### config.mk
export PLATFORM = sky130hd
export DESIGN_NAME = pim_dma_ctrl
export DESIGN_NICKNAME = d
export VERILOG_FILES = /design/src/rtl/pim_pkg.sv /design/src/rtl/pim_dma_ctrl.sv
export SDC_FILE = /design/constraint.sdc
export NUM_CORES = 1
export LEC_CHECK = 0
export ABC_AREA = 1
export BUFFER_PORTS_ARGS = -buffer_cell sky130_fd_sc_hd__buf_2
export CAP_MARGIN = 10
export CORE_UTILIZATION = 35
export CTS_CLUSTER_SIZE = 30
export DETAILED_ROUTE_END_ITERATION = 8
export PLACE_DENSITY_LB_ADDON = 0.25
export SLEW_MARGIN = 30
export SYNTH_ARGS = -nofsm -noshare
export SYNTH_HDL_FRONTEND = slang
export SYNTH_SLANG_ARGS = --single-unit
### constraint.sdc
create_clock -name i_clk -period 4.05 [get_ports i_clk]
set_clock_uncertainty 0.1 [all_clocks]
set_input_delay 0.81 -clock i_clk [delete_from_list [all_inputs] [get_ports i_clk]]
set_output_delay 0.81 -clock i_clk [all_outputs]
set_load 0.02 [all_outputs]
### src/rtl/pim_pkg.sv
// pim_pkg: shared types and constants for the PIM DMA controller.
package pim_pkg;

    localparam int WORD_BYTES = 4;
    localparam int DEF_LEN_W  = 16;

    typedef enum logic [2:0] {
        IDLE,
        RD_REQ,
        RD_WAIT,
        WR,
        DONE
    } dma_state_e;

endpackage

### src/rtl/pim_dma_ctrl.sv
// pim_dma_ctrl: copies i_len words from DMEM to the PIM write port,
// one read/write pair at a time, stalling the core while busy.
module pim_dma_ctrl
    import pim_pkg::*;
#(
    parameter int ADDR_W = 32,
    parameter int DATA_W = 32,
    parameter int LEN_W  = DEF_LEN_W
) (
    input  logic                i_clk,
    input  logic                i_rst_n,
    input  logic                i_start,
    input  logic [ADDR_W-1:0]   i_src_addr,
    input  logic [ADDR_W-1:0]   i_dst_addr,
    input  logic [LEN_W-1:0]    i_len,
    output logic                o_busy,
    output logic                o_done,
    output logic                o_dmem_req,
    output logic [ADDR_W-1:0]   o_dmem_addr,
    input  logic                i_dmem_gnt,
    input  logic                i_dmem_rvalid,
    input  logic [DATA_W-1:0]   i_dmem_rdata,
    output logic                o_pim_valid,
    output logic [ADDR_W-1:0]   o_pim_addr,
    output logic [DATA_W-1:0]   o_pim_wdata,
    output logic [DATA_W/8-1:0] o_pim_wstrb,
    input  logic                i_pim_ready
);

    dma_state_e        state;
    logic [ADDR_W-1:0] src, dst;
    logic [LEN_W-1:0]  cnt;
    logic [DATA_W-1:0] data;

    always_ff @(posedge i_clk or negedge i_rst_n) begin
        if (!i_rst_n) begin
            state <= IDLE;
            src   <= '0;
            dst   <= '0;
            cnt   <= '0;
            data  <= '0;
        end else begin
            case (state)
                IDLE: if (i_start) begin
                    src   <= i_src_addr;
                    dst   <= i_dst_addr;
                    cnt   <= i_len;
                    state <= (i_len == '0) ? DONE : RD_REQ;
                end
                RD_REQ: if (i_dmem_gnt) state <= RD_WAIT;
                RD_WAIT: if (i_dmem_rvalid) begin
                    data  <= i_dmem_rdata;
                    state <= WR;
                end
                WR: if (i_pim_ready) begin
                    src   <= src + ADDR_W'(WORD_BYTES);
                    dst   <= dst + ADDR_W'(WORD_BYTES);
                    cnt   <= cnt - LEN_W'(1);
                    state <= (cnt == LEN_W'(1)) ? DONE : RD_REQ;
                end
                DONE: state <= IDLE;
                default: state <= IDLE;
            endcase
        end
    end

    // Outputs decode the state register only, so they drop with the async reset.
    assign o_busy      = state != IDLE;
    assign o_done      = state == DONE;
    assign o_dmem_req  = state == RD_REQ;
    assign o_dmem_addr = o_dmem_req ? src : '0;
    assign o_pim_valid = state == WR;
    assign o_pim_addr  = o_pim_valid ? dst : '0;
    assign o_pim_wdata = o_pim_valid ? data : '0;
    assign o_pim_wstrb = {(DATA_W/8){o_pim_valid}};

endmodule

# --- Yosys cells after proc, flatten, opt, wreduce, memory -nomap -nowiden ---
# Index checks and enable logic that the tools add are counted.
# Widths: inputs -> output; s select.
totals:
  input_bits: 118
  reg_bits: 115
  out_inout_bits: 104
classes:
  n_eq_ne: 9
  addsub: 3
  n_reduce_logical: 7
  muxes: 19
op_table:
  columns: ["cell", "count"]
  rows:
  - ["$mux 32", 7]
  - ["$pmux 32 s2", 2]
  - ["$add 32x3->32 const B", 2]
  - ["$mux 16", 2]
  - ["$pmux 16 s2", 1]
  - ["$mux 3", 6]
  - ["$eq 16x1->1 const B", 1]
  - ["$logic_not 16->1", 1]
  - ["$sub 16x1->16 const B", 1]
  - ["$pmux 3 s4", 1]
  - ["$eq 3x2->1 const B", 2]
  - ["$ne 2x1->1 const B", 2]
  - ["$ne 2x2->1 const B", 2]
  - ["$reduce_and 4->1", 1]
  - ["$eq 3x1->1 const B", 1]
  - ["$eq 3x3->1 const B", 1]
  - ["$logic_not 3->1", 1]
  - ["$reduce_and 3->1", 1]
  - ["$reduce_bool 3->1", 1]
  - ["$reduce_and 2->1", 1]
  - ["$reduce_bool 2->1", 1]

# --- Depth between registers and ports, before layout ---
logic_depth:
  ltp_word: 4
  depth_mapped: 11
  depth_no_buf: 10

# --- Worst setup path after synthesis ---
# No wires, ideal clock.
synth_timing:
  path_type: "register to output"
  startpoint: "reg state[2]"
  endpoint: "out o_dmem_addr[10]"
  n_path_buf: 1
  arrival_time_ns: 1.732
  path_stages_with_launch: 5
  slack_ns: 1.408
  path_cell_list: "dfrtp_1 nor3_1 inv_2 clkbuf_1 nor2_1"
synth_between:
  elab_chain_len: 2
synth_lines:
  columns: ["element", "line", "rtl"]
  rows:
  - ["from (decl)", "pim_dma_ctrl.sv:30", "dma_state_e state;"]
  - ["from (signal assigned)", "pim_dma_ctrl.sv:48", "state <= (i_len == '0) ? DONE : RD_REQ;"]
  - ["from (signal assigned)", "pim_dma_ctrl.sv:59", "state <= (cnt == LEN_W'(1)) ? DONE : RD_REQ;"]
  - ["$eq 3x1->1", "pim_dma_ctrl.sv:70", "assign o_dmem_req = state == RD_REQ;"]
  - ["via o_dmem_req", "pim_dma_ctrl.sv:18", "output logic o_dmem_req,"]
  - ["$mux 32", "pim_dma_ctrl.sv:71", "assign o_dmem_addr = o_dmem_req ? src : '0;"]
  - ["to (decl)", "pim_dma_ctrl.sv:19", "output logic [ADDR_W-1:0] o_dmem_addr,"]
# The timed path passes the listed nets, and every way through them passes these cells.

# --- Final worst setup path ---
layout_timing:
  startpoint: "reg state[1]"
  endpoint: "out o_pim_addr[7]"
layout_between:
  elab_chain_len: 2
layout_lines:
  columns: ["element", "line", "rtl"]
  rows:
  - ["$eq 3x2->1", "pim_dma_ctrl.sv:72", "assign o_pim_valid = state == WR;"]
  - ["$mux 32", "pim_dma_ctrl.sv:73", "assign o_pim_addr = o_pim_valid ? dst : '0;"]
  - ["to (decl)", "pim_dma_ctrl.sv:24", "output logic [ADDR_W-1:0] o_pim_addr,"]
# No other way between the ends.

==> results_dict.tcl <==
set metrics [dict create \
    cts_root_buffer "clkbuf_16" \
    hold_buffers 0 \
    final_cell_mix "296 x nor2_1, 278 x nand2_1, 220 x buf_2" \
    whs_ps 319 \
    pin_count 222 \
    max-cap-violations 0 \
    drv_slew 0 \
    die_x_um 150 \
    clock_latency_ps 410 \
    ant_nets 0 \
    crit_arrival_ps 2190 \
    cts.sinks 115 \
    fin_area_um2 9580 \
    dp.cells 1679 \
    setup_violations 0 \
    p_leak_nw 5.18 \
    drive_gt1_share_pct 18.7 \
    dp_hpwl_um 16800 \
    cp_data_required_time_ps 3140 \
    grt_max_degree 116 \
    power_density_nw_per_um2 795 \
    drc 0 \
    rsz0062_at_grt "no" \
    crit_family "buffers and inverters" \
    start_kind "register" \
    grt_pass1_wl_um 36500 \
    critPathMaxStageDelay_ps 440 \
    crit_chain "nand2_1 > nor2_4 > inv_4 > buf_12 > nor2_1 > buf_2" \
    htreeDepth 4 \
    grt_pass1_vias 7312 \
    syn_inst 1229 \
    worstSetupPathType "reg2out" \
    yosys.area_share.simple_pct 37.7 \
    ys.warnings.count 0 \
    hold_class "in2async" \
    synth_fa_ha_area_share_pct 0.651 \
    finalPower_mw 7.61 \
    drt_pre_antenna_iters 5 \
    final_common_cell "nor2_1" \
    viasPerCell 4.87 \
    fin_util_pct 45.0 \
    cts_tree "built" \
    run_status "completed" \
    syn-num-nets 1351 \
    worst_slew_pin_slew_ps 947 \
    dr_total_vias 8333 \
    post_cts_buffers 0 \
    end_kind "output pin" \
    fp.dieArea_um2 22600 \
    fillerInstances 2248 \
    synthMuxAreaShare_pct 0 \
    syn_avg_cell_area_um2 6.25 \
    grt_usage_pct 20.8 \
    stdcell_count 1712 \
    post-place-ws_ps 1270 \
    final_nets 1545 \
    clk_pin_slew_worst_paths_ps 60 \
    grt-ovfl-total 0 \
    finalWeightedCongestion 0.854 \
    clock.fmax_mhz 322 \
    ys_types 30 \
    peakVddDrop_uv 454 \
    synth_top_family_by_area "simple AND/OR/NAND/NOR gates" \
    area_growth_pct 24.7 \
    drtIter0Drc 467 \
    coreArea_um2 21300 \
    routed_wl_um 23400 \
    initial_core_util_pct 36.1 \
    fp.dieH_um 150 \
    wl_per_cell_um 13.7 \
    postCtsResizedCells 0 \
    num_rows 53 \
    timing.final.crit_share_pct 76.6 \
    ys_ff_latch 115 \
    port_buffers 221 \
    timing.critical_path.buf_inv 3 \
    fin_ws_ps 947 \
    netlist_area_um2 7680 \
    cts_buffers 17 \
    slowest_stage "dfrtp_1" \
    cts_max_path_buffers 2 \
    finalCriticalPeriod_ps 3100 \
    hold_violations 0 \
    synth_xor_area_share_pct 1.03 \
    ys_seq_area_share_pct 37.4 \
    slew_headroom_pct 36.4 \
    antenna_found_initial 1 \
    setup_tns_ps 0 \
    critPathMaxFanout 52 \
    synth_compound_area_share_pct 11.1 \
    place_area_um2 8970 \
]
cell type report:
type / instances / area (µm²) / share of cell area [%]
antenna: 1 / 2.50 / 0.0261
clock buffer: 17 / 425 / 4.44
clock inverter: 15 / 183 / 1.91
inverter: 178 / 671 / 7.00
multi-input combinational: 884 / 3890 / 40.6
sequential: 115 / 2880 / 30.0
tap: 275 / 344 / 3.59
timing repair buffer: 227 / 1190 / 12.4
synth_stat cells, drive strengths merged:
library cell / number / area [µm²]
a21oi: 41 / 205
a22oi: 10 / 75.1
a31oi: 2 / 12.5
buf: 33 / 188
clkbuf: 19 / 71.3
dfrtp: 115 / 2880
ha: 4 / 50.1
inv: 178 / 668
nand2: 281 / 1060
nand3: 96 / 485
nand4: 21 / 131
nor2: 297 / 1120
nor3: 17 / 90.1
nor3b: 1 / 7.51
o211ai: 4 / 30.0
o21a: 3 / 22.5
o21ai: 86 / 430
o22ai: 9 / 56.3
o31ai: 3 / 22.5
xnor2: 2 / 17.5
xor2: 7 / 61.3
routing by layer:
layer / wire, µm / GRT usage (%) / up-vias
met5: 0 / 0 / -
met4: 324 / 6.36 / 0
met1: 11200 / 28.9 / 3834
li1: - / - / 4249
met2: 10700 / 32.7 / 232
met3: 1200 / 3.88 / 18
worst paths after layout:
| check | from | endpoint | slack, ps | cells after the start |
|---|---|---|---|---|
| max | state[1] | o_pim_addr[7] | 950 | 6 |
| min | i_rst_n | cnt[7] | 320 | 2 |
| max reg2reg | state[1] | dst[21] | 1400 | 11 |
| min reg2reg | cnt[14] | cnt[14] | 380 | 2 |
| max in group asynchronous | i_rst_n | src[13] | 2900 | 2 |
| min in group i_clk | cnt[14] | cnt[14] | 380 | 2 |
logic make-up (layout without fill, tap and decap cells):
group | count (synthesis) | after routing
flip-flops | 115 | 115
AND/OR/NAND/NOR | 713 | 713
other | 0 | 1
buffers and inverters | 230 | 437
XOR/XNOR | 9 | 9
adder cells (fa/ha/maj) | 4 | 4
AO/OA/AOI/OAI | 158 | 158
sequential cells by signal, indices dropped and copies added, names as in the netlist:
signal	count
cnt	16
data	32
dst	32
src	32
state	3
power by group:
| part | internal (mW) | switching [mW] |
|---|---|---|
| Clock | 0.973 | 0.589 |
| Combinational | 1.20 | 2.69 |
| Sequential | 1.70 | 0.462 |
| Total | 3.87 | 3.74 |
Power figures use the tool's default switching activity.
